$ cat src/rtl/dbus_arbiter_rr_pkg.sv
// Shared types for the data-bus arbiter: CPU request/ROB types (cpu_defs) and
// arbiter-local state and grant-id encoding (dbus_arbiter_rr_pkg).
package cpu_defs;
  typedef logic [5:0] rob_index_t;

  typedef struct packed {
    logic [31:0] addr;
    logic [31:0] wrdata;
    logic [3:0]  byteenable;
    logic        read;
    logic        write;
    logic        invalidate;
    logic        invalidate_icache;
    logic        uncached;
  } data_memreq_t;
endpackage

package dbus_arbiter_rr_pkg;
  typedef enum logic {IDLE, HOLD} dbus_arb_state_t;

  // Grant ids 0..num_req-1 name load channels; id num_req names the store.
  function automatic int grant_store_id(input int num_req);
    return num_req;
  endfunction

  function automatic int clog2_min1(input int n);
    return (n <= 1) ? 1 : $clog2(n);
  endfunction
endpackage

$ cat src/rtl/dbus_arbiter_rr_if.sv
// Data-bus interface shared by the cached and uncached buses.
interface cpu_dbus_if;
  logic [31:0] address;
  logic [31:0] wrdata;
  logic [3:0]  byteenable;
  logic        read;
  logic        write;
  logic        invalidate;
  logic        invalidate_icache;
  logic        stall;

  modport master (output address, wrdata, byteenable, read, write,
                  invalidate, invalidate_icache, input stall);
  modport slave  (input address, wrdata, byteenable, read, write,
                  invalidate, invalidate_icache, output stall);
endinterface

$ cat src/rtl/dbus_arbiter_rr_rr_pick.sv
// Rotating priority encoder: first set bit of mask scanning ptr, ptr+1, ... mod N.
module rr_pick #(
  parameter int N  = 4,
  parameter int PW = 2
) (
  input  logic [N-1:0]  mask,
  input  logic [PW-1:0] ptr,
  output logic          valid,
  output logic [PW-1:0] idx
);
  always_comb begin
    logic [PW:0] cand;
    // NOTE: every comb output gets a default first so no path can infer a latch.
    cand  = '0;
    valid = 1'b0;
    idx   = '0;
    // Scan from the far end so the candidate closest to ptr overwrites last.
    for (int k = N - 1; k >= 0; k--) begin
      cand = {1'b0, ptr} + (PW + 1)'(k);
      if (cand >= (PW + 1)'(N)) cand = cand - (PW + 1)'(N);
      if (mask[cand[PW-1:0]]) begin
        valid = 1'b1;
        idx   = cand[PW-1:0];
      end
    end
  end
endmodule

$ cat src/rtl/dbus_arbiter_rr.sv
// Round-robin data-bus arbiter: store buffer vs NUM_REQ load channels, with a
// bounded store streak and a HOLD state across bus stalls. Optional: DBUS_ARB_PERF_EN.
module dbus_arbiter_rr
  import cpu_defs::*;
  import dbus_arbiter_rr_pkg::*;
#(
  parameter int NUM_REQ          = 4,
  parameter int MAX_STORE_STREAK = 4
) (
  input  logic               clk,
  input  logic               rst_n,
  cpu_dbus_if.master         dbus,
  cpu_dbus_if.master         dbus_uncached,
  input  data_memreq_t       store_req,
  input  logic               store_valid,
  output logic               store_ready,
  input  data_memreq_t       ld_req [NUM_REQ],
  input  logic [NUM_REQ-1:0] ld_valid,
  output logic [NUM_REQ-1:0] ld_ready,
  input  rob_index_t         ld_reorder [NUM_REQ],
  input  rob_index_t         rob_reorder [2],
  input  logic               rob_head_busy
`ifdef DBUS_ARB_PERF_EN
  ,
  output logic [31:0]        perf_store_grants,
  output logic [31:0]        perf_load_grants,
  output logic [31:0]        perf_stall_cycles
`endif
);
  localparam int PW = clog2_min1(NUM_REQ);
  localparam int GW = clog2_min1(NUM_REQ + 1);
  localparam int SW = clog2_min1(MAX_STORE_STREAK + 1);
  localparam logic [GW-1:0] GRANT_STORE = GW'(grant_store_id(NUM_REQ));

  dbus_arb_state_t    state, state_next;
  logic [GW-1:0]      held_id;
  data_memreq_t       held_req;
  logic [PW-1:0]      rr_ptr;
  logic [SW-1:0]      streak;

  logic [NUM_REQ-1:0] eligible;
  logic               pick_valid;
  logic [PW-1:0]      pick_idx;
  logic               streak_full, store_wins, win_valid;
  logic [GW-1:0]      win_id, cur_id;
  data_memreq_t       win_req, cur_req;
  logic               cur_valid, stall_any, accept, bus_on;
  logic [PW-1:0]      ld_idx;

  // Uncached loads may only go when they are at (or next to a retired) ROB head.
  always_comb begin
    eligible = '0;
    for (int i = 0; i < NUM_REQ; i++) begin
      eligible[i] = ld_valid[i] && (!ld_req[i].uncached ||
                    (!store_valid && (ld_reorder[i] == rob_reorder[0] ||
                     (ld_reorder[i] == rob_reorder[1] && !rob_head_busy))));
    end
  end

  rr_pick #(.N(NUM_REQ), .PW(PW)) u_pick (
    .mask  (eligible),
    .ptr   (rr_ptr),
    .valid (pick_valid),
    .idx   (pick_idx)
  );

  assign streak_full = (MAX_STORE_STREAK != 0) && (streak == SW'(MAX_STORE_STREAK));
  assign store_wins  = store_valid && !(streak_full && pick_valid);
  assign win_valid   = store_wins || pick_valid;
  assign win_id      = store_wins ? GRANT_STORE : GW'(pick_idx);
  assign win_req     = store_wins ? store_req : ld_req[pick_idx];
  assign stall_any   = dbus.stall || dbus_uncached.stall;

  always_comb begin
    state_next = state;
    cur_valid  = 1'b0;
    cur_id     = win_id;
    cur_req    = win_req;
    unique case (state)
      IDLE: begin
        cur_valid = win_valid;
        if (win_valid && stall_any) state_next = HOLD;
      end
      HOLD: begin
        cur_valid = 1'b1;
        cur_id    = held_id;
        cur_req   = held_req;
        if (!stall_any) state_next = IDLE;
      end
    endcase
  end

  // Gating with rst_n drops ready and bus commands the instant reset asserts.
  assign accept      = cur_valid && !stall_any && rst_n;
  assign bus_on      = cur_valid && rst_n;
  assign store_ready = accept && (cur_id == GRANT_STORE);
  assign ld_idx      = cur_id[PW-1:0];

  always_comb begin
    ld_ready = '0;
    for (int i = 0; i < NUM_REQ; i++) ld_ready[i] = accept && (cur_id == GW'(i));
  end

  assign dbus.read                       = bus_on && !cur_req.uncached && cur_req.read;
  assign dbus.write                      = bus_on && !cur_req.uncached && cur_req.write;
  assign dbus.invalidate                 = bus_on && !cur_req.uncached && cur_req.invalidate;
  assign dbus.invalidate_icache          = bus_on && !cur_req.uncached && cur_req.invalidate_icache;
  assign dbus_uncached.read              = bus_on && cur_req.uncached && cur_req.read;
  assign dbus_uncached.write             = bus_on && cur_req.uncached && cur_req.write;
  assign dbus_uncached.invalidate        = bus_on && cur_req.uncached && cur_req.invalidate;
  assign dbus_uncached.invalidate_icache = bus_on && cur_req.uncached && cur_req.invalidate_icache;
  assign dbus.address                    = cur_req.addr;
  assign dbus.wrdata                     = cur_req.wrdata;
  assign dbus.byteenable                 = cur_req.byteenable;
  assign dbus_uncached.address           = cur_req.addr;
  assign dbus_uncached.wrdata            = cur_req.wrdata;
  assign dbus_uncached.byteenable        = cur_req.byteenable;

  // NOTE: sequential state uses non-blocking assignments so every register samples pre-edge values.
  always_ff @(posedge clk or negedge rst_n) begin
    if (!rst_n) begin
      state    <= IDLE;
      held_id  <= '0;
      // NOTE: the held request is a single register, not an array, so resetting it is cheap and keeps the bus quiet.
      held_req <= '0;
      rr_ptr   <= '0;
      streak   <= '0;
    end else begin
      state <= state_next;
      if (state == IDLE && win_valid && stall_any) begin
        held_id  <= win_id;
        held_req <= win_req;
      end
      if (accept) begin
        if (cur_id == GRANT_STORE) begin
          if (streak != SW'(MAX_STORE_STREAK)) streak <= streak + 1'b1;
        end else begin
          streak <= '0;
          rr_ptr <= (ld_idx == PW'(NUM_REQ - 1)) ? '0 : ld_idx + 1'b1;
        end
      end
    end
  end

`ifdef DBUS_ARB_PERF_EN
  always_ff @(posedge clk or negedge rst_n) begin
    if (!rst_n) begin
      perf_store_grants <= '0;
      perf_load_grants  <= '0;
      perf_stall_cycles <= '0;
    end else begin
      if (store_ready)   perf_store_grants <= perf_store_grants + 1'b1;
      if (|ld_ready)     perf_load_grants  <= perf_load_grants + 1'b1;
      if (state == HOLD) perf_stall_cycles <= perf_stall_cycles + 1'b1;
    end
  end
`endif
endmodule

$ cat src/flat_wrapper.sv
// flat-port wrapper written by rule: the top's interface ports become plain ports
module dbus_arbiter_rr_flat import cpu_defs::*; import dbus_arbiter_rr_pkg::*;
#(
  parameter int NUM_REQ          = 4,
  parameter int MAX_STORE_STREAK = 4
)
  (clk, rst_n, store_req, store_valid, store_ready, ld_req, ld_valid, ld_ready, ld_reorder, rob_reorder, rob_head_busy, dbus_address, dbus_wrdata, dbus_byteenable, dbus_read, dbus_write, dbus_invalidate, dbus_invalidate_icache, dbus_stall, dbus_uncached_address, dbus_uncached_wrdata, dbus_uncached_byteenable, dbus_uncached_read, dbus_uncached_write, dbus_uncached_invalidate, dbus_uncached_invalidate_icache, dbus_uncached_stall);
  cpu_dbus_if dbus_i ();
  cpu_dbus_if dbus_uncached_i ();
  input  logic clk;
  input  logic rst_n;
  input  data_memreq_t store_req;
  input  logic store_valid;
  output logic store_ready;
  input  data_memreq_t ld_req[NUM_REQ];
  input  logic [NUM_REQ-1:0] ld_valid;
  output logic [NUM_REQ-1:0] ld_ready;
  input  rob_index_t ld_reorder[NUM_REQ];
  input  rob_index_t rob_reorder[2];
  input  logic rob_head_busy;
  output wire logic [$bits(dbus_i.address)-1:0] dbus_address;
  output wire logic [$bits(dbus_i.wrdata)-1:0] dbus_wrdata;
  output wire logic [$bits(dbus_i.byteenable)-1:0] dbus_byteenable;
  output wire logic [$bits(dbus_i.read)-1:0] dbus_read;
  output wire logic [$bits(dbus_i.write)-1:0] dbus_write;
  output wire logic [$bits(dbus_i.invalidate)-1:0] dbus_invalidate;
  output wire logic [$bits(dbus_i.invalidate_icache)-1:0] dbus_invalidate_icache;
  input wire logic [$bits(dbus_i.stall)-1:0] dbus_stall;
  output wire logic [$bits(dbus_uncached_i.address)-1:0] dbus_uncached_address;
  output wire logic [$bits(dbus_uncached_i.wrdata)-1:0] dbus_uncached_wrdata;
  output wire logic [$bits(dbus_uncached_i.byteenable)-1:0] dbus_uncached_byteenable;
  output wire logic [$bits(dbus_uncached_i.read)-1:0] dbus_uncached_read;
  output wire logic [$bits(dbus_uncached_i.write)-1:0] dbus_uncached_write;
  output wire logic [$bits(dbus_uncached_i.invalidate)-1:0] dbus_uncached_invalidate;
  output wire logic [$bits(dbus_uncached_i.invalidate_icache)-1:0] dbus_uncached_invalidate_icache;
  input wire logic [$bits(dbus_uncached_i.stall)-1:0] dbus_uncached_stall;
  assign dbus_address = dbus_i.address;
  assign dbus_wrdata = dbus_i.wrdata;
  assign dbus_byteenable = dbus_i.byteenable;
  assign dbus_read = dbus_i.read;
  assign dbus_write = dbus_i.write;
  assign dbus_invalidate = dbus_i.invalidate;
  assign dbus_invalidate_icache = dbus_i.invalidate_icache;
  assign dbus_i.stall = dbus_stall;
  assign dbus_uncached_address = dbus_uncached_i.address;
  assign dbus_uncached_wrdata = dbus_uncached_i.wrdata;
  assign dbus_uncached_byteenable = dbus_uncached_i.byteenable;
  assign dbus_uncached_read = dbus_uncached_i.read;
  assign dbus_uncached_write = dbus_uncached_i.write;
  assign dbus_uncached_invalidate = dbus_uncached_i.invalidate;
  assign dbus_uncached_invalidate_icache = dbus_uncached_i.invalidate_icache;
  assign dbus_uncached_i.stall = dbus_uncached_stall;
  dbus_arbiter_rr #(.NUM_REQ(NUM_REQ), .MAX_STORE_STREAK(MAX_STORE_STREAK)) u_core (.clk(clk), .rst_n(rst_n), .dbus(dbus_i), .dbus_uncached(dbus_uncached_i), .store_req(store_req), .store_valid(store_valid), .store_ready(store_ready), .ld_req(ld_req), .ld_valid(ld_valid), .ld_ready(ld_ready), .ld_reorder(ld_reorder), .rob_reorder(rob_reorder), .rob_head_busy(rob_head_busy));
endmodule
$ cat config.mk
export PLATFORM = sky130hd
export DESIGN_NAME = dbus_arbiter_rr_flat
export DESIGN_NICKNAME = d
export VERILOG_FILES = /design/src/rtl/dbus_arbiter_rr_pkg.sv /design/src/rtl/dbus_arbiter_rr_if.sv /design/src/rtl/dbus_arbiter_rr_rr_pick.sv /design/src/rtl/dbus_arbiter_rr.sv /design/src/flat_wrapper.sv
export SDC_FILE = /design/constraint.sdc
export NUM_CORES = 1
export LEC_CHECK = 0
export CORE_AREA = 2 2 219 221
export CTS_CLUSTER_DIAMETER = 150
export DETAILED_ROUTE_END_ITERATION = 8
export DIE_AREA = 0 0 221 223
export PLACE_DENSITY = 0.51
export SYNTH_ARGS = -nofsm -noshare
export SYNTH_HDL_FRONTEND = slang
export SYNTH_SLANG_ARGS = --single-unit
$ cat constraint.sdc
create_clock -name clk -period 7.6 [get_ports clk]
set_clock_uncertainty 0.2 [all_clocks]
set_input_delay 2.28 -clock clk [delete_from_list [all_inputs] [get_ports clk]]
set_output_delay 2.28 -clock clk [all_outputs]
set_load 0.01 [all_outputs]
# ---- Word-level counts from Yosys, hierarchy flattened
# Index checks and enable logic that the tools add are counted.
dict set report totals {
  memories 0
  in_bits 411
  ram_bits 0
  ff_bits 82
  latch_bits 0
  elab_cells 140
  romBits 0
}
dict set report classes {
  magnitude_cmp 9
  n_div 0
  n_mux 34
  eq_ne 16
  n_reduce_logical 57
  shift 0
  n_bitwise 3
  n_addsub 9
  mul 0
}
# cell n
set ops {}
lappend ops {{$mux 73} 4}
lappend ops {{$bmux 73 s2} 1}
lappend ops {{$eq 6x6->1} 8}
lappend ops {{$logic_and 1x1->1} 35}
lappend ops {{$mux 2} 9}
lappend ops {{$ge 3x3->1 const B} 4}
lappend ops {{$lt 2x3->1 const B} 4}
lappend ops {{$mux 3} 4}
lappend ops {{$logic_or 1x1->1} 10}
lappend ops {{$mux 1} 10}
lappend ops {{$logic_not 1->1} 9}
lappend ops {{$bmux 1 s2} 4}
lappend ops {{$sub 2x1->2 const B} 4}
lappend ops {{$add 2x2->3 const B} 2}
lappend ops {{$eq 3x2->1 const B} 2}
lappend ops {{$eq 3x3->1 const B} 2}
lappend ops {{$pmux 1 s2} 2}
lappend ops {{$reduce_and 2->1} 2}
lappend ops {{$add 2x1->3 const B} 1}
lappend ops {{$add 3x1->3 const B} 1}
lappend ops {{$eq 3x1->1 const B} 1}
lappend ops {{$ge 2x3->1 const B} 1}
lappend ops {{$logic_not 3->1} 1}
lappend ops {{$ne 3x3->1 const B} 1}
lappend ops {{other kinds (5)} 6}

# ---- Longest topological paths before layout
# Gate-level depths: netlist (run 1).
dict set report logic_depth {
  word_depth 21
  ltp_mapped 16
  mapped_depth_nobuf 12
}

# ---- By module
# A second synthesis (run 1) with hierarchy kept.
dict set report unflattened {
  cells_unflattened 660
  hier_area_um2 8139.1
}
# module area_each_um2 instances cells_each seq_area_each_um2
set by_module_without_submodules {}
lappend by_module_without_submodules {dbus_arbiter_rr 8061.5 1 647 2052.0}
lappend by_module_without_submodules {rr_pick 77.6 1 13 0.0}

# ---- Least setup slack after synthesis (run 1)
# No wires, ideal clock.
dict set report synth_path {
  path_kind {input-to-output}
  from {input port rob_reorder[1] (netlist bit)}
  to {output port dbus_uncached_address[10]}
  slack_ps 301
  cell_stages 15
  t_arrival_ps 4819
  path_buffers 5
  path_cell_list {buf_2 -> xnor2_1 -> nand4_1 -> nor3_2 -> o21ai_0 -> a311oi_4 -> nor2_4 -> buf_6 -> buf_2 -> clkbuf_4 -> mux2i_1 -> mux2i_1 -> mux2i_1 -> mux2i_1 -> buf_4}
}
dict set report synth_via {
  elab_chain_cells 18
}
# element line_no
set synth_lines {}
lappend synth_lines {{start, declared} flat_wrapper.sv:19} ;# input rob_index_t rob_reorder[2];
lappend synth_lines {{$eq 6x6->1} dbus_arbiter_rr.sv:56} ;# (ld_reorder[i] == rob_reorder[1] && !rob_head_busy))));
lappend synth_lines {{$logic_and 1x1->1} dbus_arbiter_rr.sv:56}
lappend synth_lines {{$logic_or 1x1->1} dbus_arbiter_rr.sv:55} ;# (!store_valid && (ld_reorder[i] == rob_reorder[0] ||
lappend synth_lines {{$logic_and 1x1->1} dbus_arbiter_rr.sv:55}
lappend synth_lines {{$logic_or 1x1->1} dbus_arbiter_rr.sv:54} ;# eligible[i] = ld_valid[i] && (!ld_req[i].uncached ||
lappend synth_lines {{$logic_and 1x1->1} dbus_arbiter_rr.sv:54}
lappend synth_lines {{$bmux 1 s2} dbus_arbiter_rr_rr_pick.sv:21} ;# if (mask[cand[PW-1:0]]) begin
lappend synth_lines {{$mux 1 (implied by the code)} dbus_arbiter_rr_rr_pick.sv:21}
lappend synth_lines {{$mux 2 (4 in a row)} dbus_arbiter_rr_rr_pick.sv:21}
lappend synth_lines {{$not 2->3 (implied by the code)} dbus_arbiter_rr.sv:71} ;# assign win_req = store_wins ? store_req : ld_req[pick_idx];
lappend synth_lines {{$bmux 73 s2} dbus_arbiter_rr.sv:71}
lappend synth_lines {{$mux 73 (implied by the code) (2 in a row)} dbus_arbiter_rr.sv:71}
lappend synth_lines {{$mux 73 (*)} dbus_arbiter_rr.sv:71}
lappend synth_lines {{$mux 73 (*)} dbus_arbiter_rr.sv:79} ;# unique case (state)
lappend synth_lines {{end, declared} flat_wrapper.sv:29} ;# output wire logic [$bits(dbus_uncached_i.address)-1:0] dbus_uncached_address;
# Every way passes the cells marked *; elsewhere a longest branch is shown, timed or not. The select of a mux whose other input is x is not followed.

# ---- Worst setup path in the final report (run 1)
dict set report layout_path {
  from {input port rob_reorder[9] (netlist bit)}
  to {output port dbus_uncached_write}
}
dict set report layout_via {
  elab_chain_cells 19
}
# element line_no
set layout_lines {}
lappend layout_lines {{$eq 6x6->1} dbus_arbiter_rr.sv:55}
lappend layout_lines {{$logic_or 1x1->1} dbus_arbiter_rr.sv:55}
lappend layout_lines {{$logic_and 1x1->1} dbus_arbiter_rr.sv:55}
lappend layout_lines {{$logic_or 1x1->1} dbus_arbiter_rr.sv:54}
lappend layout_lines {{$logic_and 1x1->1} dbus_arbiter_rr.sv:54}
lappend layout_lines {{$bmux 1 s2} dbus_arbiter_rr_rr_pick.sv:21}
lappend layout_lines {{$mux 1 (implied by the code)} dbus_arbiter_rr_rr_pick.sv:21}
lappend layout_lines {{$mux 2 / $mux 1 (equally long branches) (4 in a row)} dbus_arbiter_rr_rr_pick.sv:21}
lappend layout_lines {{$not 2->3 (implied by the code) / $logic_and 1x1->1 (equally long branches)} {dbus_arbiter_rr.sv:71, dbus_arbiter_rr.sv:68}}
lappend layout_lines {{$bmux 73 s2 / $logic_not 1->1 (equally long branches)} {dbus_arbiter_rr.sv:71, dbus_arbiter_rr.sv:68}}
lappend layout_lines {{$mux 73 (implied by the code) / $logic_and 1x1->1 (equally long branches)} {dbus_arbiter_rr.sv:71, dbus_arbiter_rr.sv:68}}
lappend layout_lines {{$mux 73 (implied by the code) / $logic_or 1x1->1 (equally long branches)} {dbus_arbiter_rr.sv:71, dbus_arbiter_rr.sv:69}}
lappend layout_lines {{$mux 73 / $pmux 1 s2 (equally long branches)} {dbus_arbiter_rr.sv:71, dbus_arbiter_rr.sv:79}}
lappend layout_lines {{$mux 73 / $logic_and 1x1->1 (equally long branches)} {dbus_arbiter_rr.sv:79, dbus_arbiter_rr.sv:95}}
lappend layout_lines {{$logic_and 1x1->1} dbus_arbiter_rr.sv:109} ;# assign dbus_uncached.write = bus_on && cur_req.uncached && cur_req.write;
lappend layout_lines {{$logic_and 1x1->1 (*)} dbus_arbiter_rr.sv:109}
lappend layout_lines {{end, declared} flat_wrapper.sv:33} ;# output wire logic [$bits(dbus_uncached_i.write)-1:0] dbus_uncached_write;
# Marked as above.

==> metrics.log, run 1 <==
[metrics] share of power burned in registers: 18.8%
[metrics] number of core rows: 80
[metrics] TritonCTS clock tree: done
[metrics] area of the die: just under 50000 µm²
[metrics] Crit Reg-Reg Endpoint: u_core.held_req[60]
[metrics] final hold violations: 0
[metrics] combined global-route utilization of all metal layers: between 10% and 20%
[metrics] number of buffers and inverters on the critical path: 4
[metrics] final worst-path setup slack: -0.00487 ns
[metrics] H-tree depth reported by CTS: 3
[metrics] Total Neg Setup Slack: -0.00487 ns
[metrics] clk sinks: 82
[metrics] final period demand of the worst path: 7.60 ns
[metrics] hold worst-path end: u_core.held_req[6]
[metrics] number of hold-repair buffers added at the cts stage: 0
[metrics] TritonCTS Buffers: 9
[metrics] fin crit share: 100%
[metrics] remaining global-route overflow: 0
[metrics] internal power of the cells: approximately 2.1 mW
[metrics] switching power: roughly 1.2 mW
[metrics] post-route design area: roughly 18000 µm²
[metrics] via count of the first global-routing pass: 10036
[metrics] number of standard cells in the layout, taps in and fillers out: ~2400
[metrics] Worst IR Drop VDD: between 90 and 100 µV
[metrics] class of the tightest hold or removal check: flip-flop to flip-flop
[metrics] detailed-placement wirelength estimate: ~31000 µm
[metrics] register area share after synthesis: 23.7%
[metrics] Worst setup EP type: output pin
[metrics] Slew Limit Fails: 0
[metrics] worst slew margin relative to its limit: 34.1%
[metrics] fmax: around 0.13 GHz
[metrics] data arrival time at the worst-slack endpoint: approximately 5.1 ns
[metrics] Critical Path Max Stage Delay: ~0.37 ns
[metrics] clock transition at the registers of the reported paths: 0.06 ns
[metrics] Top Ports: 560
[metrics] wire length of the first global-routing pass: 60100 µm
[metrics] post-DR vias/cell: 4.08
[metrics] critical path data required time: 5.12 ns
[metrics] series of cell instances along the critical path: buf_12 > xor2_4 > nor4_4 > a41oi_2 > a21oi_2 > a311oi_4 > nor2_4 > buf_12 > buf_12 > mux2i_2 > a221o_1 > a22o_1 > nor4b_2 > buf_2
[metrics] clock buffer depth: 2
[metrics] wire length per cell after detailed routing: roughly 17 µm
[metrics] combinational group share of total power: 65.9%
[metrics] utilization after layout: 37.3%
[metrics] gpl congestion: ~0.85
[metrics] clock power share: about 15%
[metrics] pin count of the biggest net entering global routing: slightly below 70
[metrics] share of final-layout standard cells stronger than drive strength 1: a little over a third
[metrics] detailed-routing iteration count for the pre-antenna-repair pass: 4
[metrics] Synth-to-Final Area Change: 103%
[metrics] count of different cell masters after synthesis: 52
[metrics] number of antenna violations at the first check in global routing: 2
[metrics] Layout fillers: 4793
[metrics] clock insertion delay at the later pin of the skew report: about 0.36 ns
[metrics] leakage: 8.53 nW
[metrics] Die H: about 220 µm
[metrics] DR iter-0 viols: 292
[metrics] netlist area before placement: ~8700 µm²
[metrics] worst slew pin tran: 0.989 ns
[metrics] worst setup path startpoint: rob_reorder[9]
[metrics] switching share of power: between 30 and 40%
[metrics] flop and latch count out of synthesis: 82
[metrics] post-synthesis net count: ~1400
[metrics] Gate Count Post-Synth: slightly below 1000
[metrics] die extent in x: about 220 µm
[metrics] dominant delay contributor by cell family on the critical path: compound AO/OA/AOI/OAI gates
[metrics] category of the critical setup timing path: primary input to output pin
[metrics] startpoint of the worst-slack reg-to-reg timing path: u_core.rr_ptr[1]
[metrics] effective utilization at floorplan: 18.4%
[metrics] count of vias placed by the detailed router: around 9600
[metrics] failing checks: negative setup slack
[metrics] critical path startpoint category: primary input
[metrics] core box area: about 47000 µm²
[metrics] worst r2r path cells: 18
[metrics] Synthesis Warnings: 0
[metrics] most numerous cell on the critical path: sky130_fd_sc_hd__buf_12
[metrics] status: complete, but fails checks
[metrics] Hold Slack: about 0.28 ns
[metrics] Pwr Density: between 150 and 200 nW/µm²
[metrics] RSZ-0062 raised after global routing: yes
[metrics] Placed Cells incl. Taps: about 2200
[metrics] r2r setup slk: between 4 and 5 ns
[metrics] Clk Tree Root Cell: sky130_fd_sc_hd__clkbuf_16
[metrics] crit path max-delay cell type: sky130_fd_sc_hd__a221o_1
[metrics] final antenna-violating net count: 0
[metrics] sum of routed wire length over all layers: 40600 µm
[metrics] CP Max Fanout: 8
[metrics] Setup-failing EPs final: 1
[metrics] DRC Markers: 0
[metrics] area of placed instances: about 16000 µm²
[metrics] Worst Hold Path Cells: 2
[metrics] post-layout net count: 2159
[metrics] reported max-cap violation count: 0
[metrics] total of buffers placed on input and output ports: between 500 and 600
[metrics] beginning of the worst hold path: u_core.held_req[6]
[metrics] post-synthesis area per instance: around 9 µm²
-- cells in the final DEF, fill, tap and decap left out, drive strengths merged, types with 6 or more instances in the layout --
master,n
nor2,12
xor2,15
a21oi,20
clkbuf,85
ha,6
clkdlybuf4s15,17
dlygate4sd2,20
inv,81
nor3,9
nand2,81
clkdlybuf4s50,366
nand3,8
buf,419
dfrtp,82
xnor2,33
mux2i,345
o21ai,82
and2,6
-- worst reg2reg max path, stage by stage (launching register included) --
cell and delay (ns):
sky130_fd_sc_hd__dfrtp_1 0.53, sky130_fd_sc_hd__o21ai_2 0.13, sky130_fd_sc_hd__a311oi_4 0.29, sky130_fd_sc_hd__nor2_4 0.13, sky130_fd_sc_hd__buf_12 0.15, sky130_fd_sc_hd__buf_12 0.14, sky130_fd_sc_hd__buf_4 0.17, sky130_fd_sc_hd__buf_12 0.14
sky130_fd_sc_hd__mux2i_1 0.12, sky130_fd_sc_hd__mux2i_1 0.14, sky130_fd_sc_hd__mux2i_1 0.11, sky130_fd_sc_hd__buf_4 0.14, sky130_fd_sc_hd__buf_4 0.12, sky130_fd_sc_hd__buf_4 0.12, sky130_fd_sc_hd__buf_4 0.12, sky130_fd_sc_hd__buf_4 0.12
sky130_fd_sc_hd__buf_4 0.12, sky130_fd_sc_hd__buf_4 0.12, sky130_fd_sc_hd__o21ai_1 0.12
-- layout make-up --
class	instances	area (µm²)	share of cell area (%)
multi-input combinational	673	6020	34.2
inverter	80	300	1.71
antenna	1	2.50	0.0142
timing repair buffer	896	8110	46.1
tap	615	769	4.37
clock buffer	11	253	1.44
clock inverter	5	85.1	0.484
sequential	82	2060	11.7
-- metrics by stage --
step	setup slack, ns	power, mW
2_1_floorplan	0.301	1.59
3_3_place_gp	-0.786	2.53
3_5_place_dp	-0.869	2.54
4_1_cts	-0.00981	3.24
5_1_grt	-0.177	3.54
6_report	-0.00487	3.32
-- cell usage after synthesis (all sizes together) --
library cell | n | share of area [%]
and3 | 2 | 0.14
xor2 | 15 | 1.5
nor4 | 3 | 0.43
ha | 6 | 0.87
dfrtp | 82 | 24
a221o | 5 | 0.58
nor4b | 4 | 0.40
a211oi | 1 | 0.23
a22o | 4 | 0.40
o2bb2ai | 1 | 0.10
mux2 | 1 | 0.13
and2 | 6 | 0.43
o31a | 1 | 0.10
nor2 | 12 | 0.61
nand2b | 5 | 0.36
nand3 | 8 | 0.52
and4 | 1 | 0.10
o41ai | 1 | 0.10
xnor2 | 33 | 3.4
a31oi | 1 | 0.14
o22ai | 1 | 0.072
a22oi | 4 | 0.35
o21a | 2 | 0.17
a311oi | 1 | 0.30
nand4 | 5 | 0.36
clkbuf | 26 | 1.2
o21ai | 82 | 4.8
nor2b | 4 | 0.29
nor3 | 9 | 0.58
inv | 80 | 3.5
buf | 106 | 8.6
nand3b | 1 | 0.087
o31ai | 3 | 0.26
nand2 | 81 | 3.5
a21oi | 20 | 1.2
mux2i | 345 | 40
or4 | 1 | 0.13
a41oi | 1 | 0.19
a32o | 1 | 0.12
or3 | 1 | 0.072
o211ai | 1 | 0.14
-- power by group through the flow --
stage | Clock, mW | Sequential (mW) | Combinational [mW]
floorplan | 0 | 0.605 | 0.989
global placement | 0 | 0.628 | 1.90
detailed placement | 0 | 0.631 | 1.91
CTS | 0.538 | 0.625 | 2.08
global route | 0.551 | 0.642 | 2.35
finish | 0.508 | 0.624 | 2.18
-- flip-flops by register name (all words and copies together) (netlist names) --
name	flops
u_core.rr_ptr	2
u_core.held_req	73
u_core.state	1
u_core.streak	3
u_core.held_id	3
-- cells by family after synthesis --
group                      share of synthesized area (%)
buffers and inverters                               13.2
adders and majority gates                          0.867
and+or+nand+nor                                     8.03
xor gates and xnor gates                            4.94
AOI/OAI and AO/OA                                   9.24
DFF                                                 23.7
muxes                                               40.0
-- how the worst max path moves through the flow --
stage	to	slack, ns	cells after the start
6_report	dbus_uncached_write	-0.005	14
4_1_cts	dbus_uncached_address[3]	-0.01	16
3_3_place_gp	dbus_uncached_address[28]	-0.79	14
3_5_place_dp	dbus_byteenable[3]	-0.87	13
5_1_grt	dbus_wrdata[22]	-0.18	17
2_1_floorplan	dbus_uncached_address[10]	0.30	15
-- metal layers --
metal | part of all wire [%] | up-vias | GRT usage, %
met5 | 0.027 | - | 0
met4 | 1.7 | 2 | 3.59
met3 | 5.7 | 31 | 3.66
met2 | 51 | 340 | 28.9
met1 | 42 | 4426 | 18.9
li1 | - | 4846 | -
-- what timing repair did --
action | in CTS | in global routing
gates resized for setup | 534 | 279
pin swaps | 39 | 31
setup buffers | 99 | 52
hold endpoints to repair | 0 | 0
cloned | 7 | 3
endpoints found under the setup margin | 149 | 149
(Power assumes the default switching activity.)
==> run 2, diff against run 1 <==
--- a/config.mk
+++ b/config.mk
@@ -5,10 +5,10 @@
 export SDC_FILE = /design/constraint.sdc
 export NUM_CORES = 1
 export LEC_CHECK = 0
-export CORE_AREA = 2 2 219 221
+export CORE_AREA = 2 2 217 219
 export CTS_CLUSTER_DIAMETER = 150
 export DETAILED_ROUTE_END_ITERATION = 8
-export DIE_AREA = 0 0 221 223
+export DIE_AREA = 0 0 219 221
 export PLACE_DENSITY = 0.51
 export SYNTH_ARGS = -nofsm -noshare
 export SYNTH_HDL_FRONTEND = slang
==> constraint.sdc (replaced) <==
create_clock -name clk -period 8.9 [get_ports clk]
set_clock_uncertainty 0.2 [all_clocks]
set_input_delay 2.67 -clock clk [delete_from_list [all_inputs] [get_ports clk]]
set_output_delay 2.67 -clock clk [all_outputs]
set_load 0.01 [all_outputs]
==> run 2 against run 1 <==
  * Global-route usage fell by 0.31 points
  * First-iteration DRC count fell by 27%
  * Clock power fell by 23%
  * Power fell by 21%
  * Flip-flop and latch count did not move
  * The flow now finishes without violations
  * Worst hold slack got worse by 0.013 ns
  * Register-to-register slack improved by 1.6 ns
  * Clock-buffer cell count did not move
  * Combinational power fell by 23%
  * Final cell count fell by 6.5%
==> metrics.log, run 2 (synthesis gave the netlist of run 1 again) <==
[metrics] Pwr Density: 156 nW/µm² (was 188 nW/µm²)
[metrics] critical path startpoint category: primary input (unchanged)
[metrics] critical path data required time: 6.03 ns (was 5.12 ns)
[metrics] gpl congestion: 0.872 (was 0.852)
[metrics] worst slew pin tran: 0.874 ns (was 0.989 ns)
[metrics] number of standard cells in the layout, taps in and fillers out: 2210 (was 2363)
[metrics] wire length of the first global-routing pass: 57400 µm (was 60100 µm)
[metrics] beginning of the worst hold path: u_core.held_id[2] (was u_core.held_req[6])
[metrics] remaining global-route overflow: 0 (unchanged)
[metrics] Top reg by flops: u_core.held_req (unchanged)
[metrics] number of core rows: 79 (was 80)
[metrics] fmax: around 0.11 GHz
[metrics] utilization after layout: 36.4% (was 37.3%)
[metrics] count of vias placed by the detailed router: 9196 (was 9645)
[metrics] TritonCTS clock tree: done (unchanged)
[metrics] post-layout net count: 2016 (was 2159)
[metrics] Layout fillers: 4715 (was 4793)
[metrics] Worst Hold Path Cells: 2 (unchanged)
[metrics] clock buffer depth: 2 (unchanged)
[metrics] r2r setup slk: 5.88 ns (was 4.31 ns)
[metrics] DR iter-0 viols: 213 (was 292)
[metrics] worst slew margin relative to its limit: 41.7% (was 34.1%)
[metrics] clock insertion delay at the later pin of the skew report: 0.36 ns (about the same)
[metrics] fin crit share: a little over nine tenths
[metrics] clock transition at the registers of the reported paths: 0.06 ns (about the same)
[metrics] worst setup path startpoint: ld_reorder[1] (was rob_reorder[9])
[metrics] post-route design area: 16800 µm² (was 17600 µm²)
[metrics] Setup-failing EPs final: 0 (was 1)
[metrics] H-tree depth reported by CTS: 3 (unchanged)
[metrics] pre-CTS WS: -0.370 ns (was -0.869 ns)
[metrics] number of flip-flops in the largest register: 73 (unchanged)
[metrics] reported max-cap violation count: 0 (unchanged)
[metrics] category of the critical setup timing path: primary input to output pin (unchanged)
[metrics] final antenna diode count: 0 (was 1)
[metrics] number of hold-repair buffers added at the cts stage: 0 (unchanged)
[metrics] TritonCTS Buffers: 9 (unchanged)
[metrics] post-DR vias/cell: 4.16 (was 4.08)
[metrics] final period demand of the worst path: just under 9 ns
[metrics] worst r2r path cells: 13 (was 18)
[metrics] final hold violations: 0 (unchanged)
[metrics] Crit Reg-Reg Endpoint: u_core.held_req[26] (was u_core.held_req[60])
[metrics] area of the die: 48400 µm² (was 49300 µm²)
[metrics] detailed-placement wirelength estimate: 30600 µm (was 30900 µm)
[metrics] most frequent standard cell in the layout excluding fill and tap cells: sky130_fd_sc_hd__clkdlybuf4s50_1 (unchanged)
[metrics] pin count of the biggest net entering global routing: 79 (was 69)
[metrics] DRC Markers: 0 (unchanged)
[metrics] effective utilization at floorplan: 18.8% (was 18.4%)
[metrics] detailed-routing iteration count for the pre-antenna-repair pass: 4 (unchanged)
[metrics] share of final-layout standard cells stronger than drive strength 1: 18.4% (was 34.7%)
[metrics] Synth-to-Final Area Change: 93.7% (was 103%)
[metrics] Worst IR Drop VDD: 80.0 µV (was 93.9 µV)
[metrics] total of buffers placed on input and output ports: 559 (unchanged)
[metrics] status: complete, no violations (was complete, but fails checks)
[metrics] clk sinks: 82 (unchanged)
[metrics] Worst setup EP type: output pin (unchanged)
[metrics] Die H: 221 µm (was 223 µm)
[metrics] class of the tightest hold or removal check: flip-flop to flip-flop (unchanged)
[metrics] via count of the first global-routing pass: 9610 (was 10036)
[metrics] leakage: 8.64 nW (was 8.53 nW)
[metrics] startpoint of the worst-slack reg-to-reg timing path: u_core.rr_ptr[1] (unchanged)
[metrics] number of antenna violations at the first check in global routing: 0 (was 2)
[metrics] power after layout: 2.61 mW (was 3.32 mW)
[metrics] hold worst-path end: u_core.held_id[2] (was u_core.held_req[6])
[metrics] core box area: 46100 µm² (was 47100 µm²)
[metrics] wire length per cell after detailed routing: 18.0 µm (was 17.2 µm)
[metrics] Clk Tree Root Cell: sky130_fd_sc_hd__clkbuf_16 (unchanged)
[metrics] top library cells by usage in the layout, fill and taps aside: sky130_fd_sc_hd__clkdlybuf4s50_1, sky130_fd_sc_hd__mux2i_1, sky130_fd_sc_hd__buf_4 (unchanged)
[metrics] Total Neg Setup Slack: 0 ns (was -0.00487 ns)
[metrics] Slew Limit Fails: 0 (unchanged)
[metrics] final worst-path setup slack: 0.0986 ns (was -0.00487 ns)
[metrics] data arrival time at the worst-slack endpoint: 5.93 ns (was 5.12 ns)
[metrics] Top Ports: 560 (unchanged)
[metrics] RSZ-0062 raised after global routing: yes (unchanged)
[metrics] Hold Slack: 0.271 ns (was 0.284 ns)
[metrics] combined global-route utilization of all metal layers: 15.6% (was 15.9%)
[metrics] die extent in x: 219 µm (was 221 µm)
[metrics] sum of routed wire length over all layers: 39700 µm (was 40600 µm)
[metrics] Placed Cells incl. Taps: 2153 (was 2195)
[metrics] area of placed instances: 15500 µm² (was 15700 µm²)
[metrics] biggest registers after layout: u_core.held_req x73, u_core.held_id x3, u_core.streak x3 (unchanged)
[metrics] CP Max Fanout: 14 (was 8)
[metrics] final antenna-violating net count: 0 (unchanged)
-- run 2: critical path, stage by stage --
cell and delay (ns):
sky130_fd_sc_hd__clkdlybuf4s50_1 0.49, sky130_fd_sc_hd__xnor2_1 0.12, sky130_fd_sc_hd__nand2_1 0.09, sky130_fd_sc_hd__or4_4 0.45, sky130_fd_sc_hd__nand3_4 0.09, sky130_fd_sc_hd__a311oi_4 0.05, sky130_fd_sc_hd__nor2_4 0.26, sky130_fd_sc_hd__buf_12 0.21
sky130_fd_sc_hd__buf_16 0.18, sky130_fd_sc_hd__mux2i_2 0.26, sky130_fd_sc_hd__mux2i_2 0.11, sky130_fd_sc_hd__mux2i_2 0.18, sky130_fd_sc_hd__mux2i_1 0.09, sky130_fd_sc_hd__buf_4 0.18, sky130_fd_sc_hd__clkdlybuf4s50_1 0.47
-- run 2: repair_timing --
item | CTS | global route
gates cloned | 7 | 1
endpoints found under the setup margin | 149 | 111
setup buffers | 19 | 16
pin swaps | 9 | 17
resized for setup | 132 | 149
-- run 2: power by group --
part           internal [mW]  switching, mW
Clock                  0.224          0.168
Sequential             0.470         0.0642
Combinational          0.951          0.733
Total                   1.65          0.965
-- run 2: worst max path at each step --
stage	cells past startpoint	end	slack, ns
2_1_floorplan	15	dbus_uncached_address[10]	0.82
3_3_place_gp	13	dbus_wrdata[4]	-0.34
3_5_place_dp	13	dbus_uncached_wrdata[4]	-0.37
4_1_cts	15	dbus_address[11]	-0.05
5_1_grt	15	dbus_wrdata[22]	-0.05
6_report	15	dbus_wrdata[22]	0.1
-- run 2: cell type report --
cell class                      instances  area [µm²]  share of cell area, %
Sequential cell                        82        2060                   12.3
Timing Repair Buffer                  752        7540                   44.9
Tap cell                              607         759                   4.53
Multi-Input combinational cell        674        5830                   34.8
Clock buffer                           11         243                   1.45
Inverter                               80         300                   1.79
Clock inverter                          4        51.3                  0.306
-- run 2: layer usage --
| layer | vias up | track usage, % | wire length, µm |
|---|---|---|---|
| li1 | 4562 | - | - |
| met5 | - | 0 | 0 |
| met2 | 350 | 28.8 | 20200 |
| met1 | 4249 | 17.8 | 16000 |
| met4 | 0 | 5.10 | 880 |
| met3 | 35 | 2.93 | 2620 |
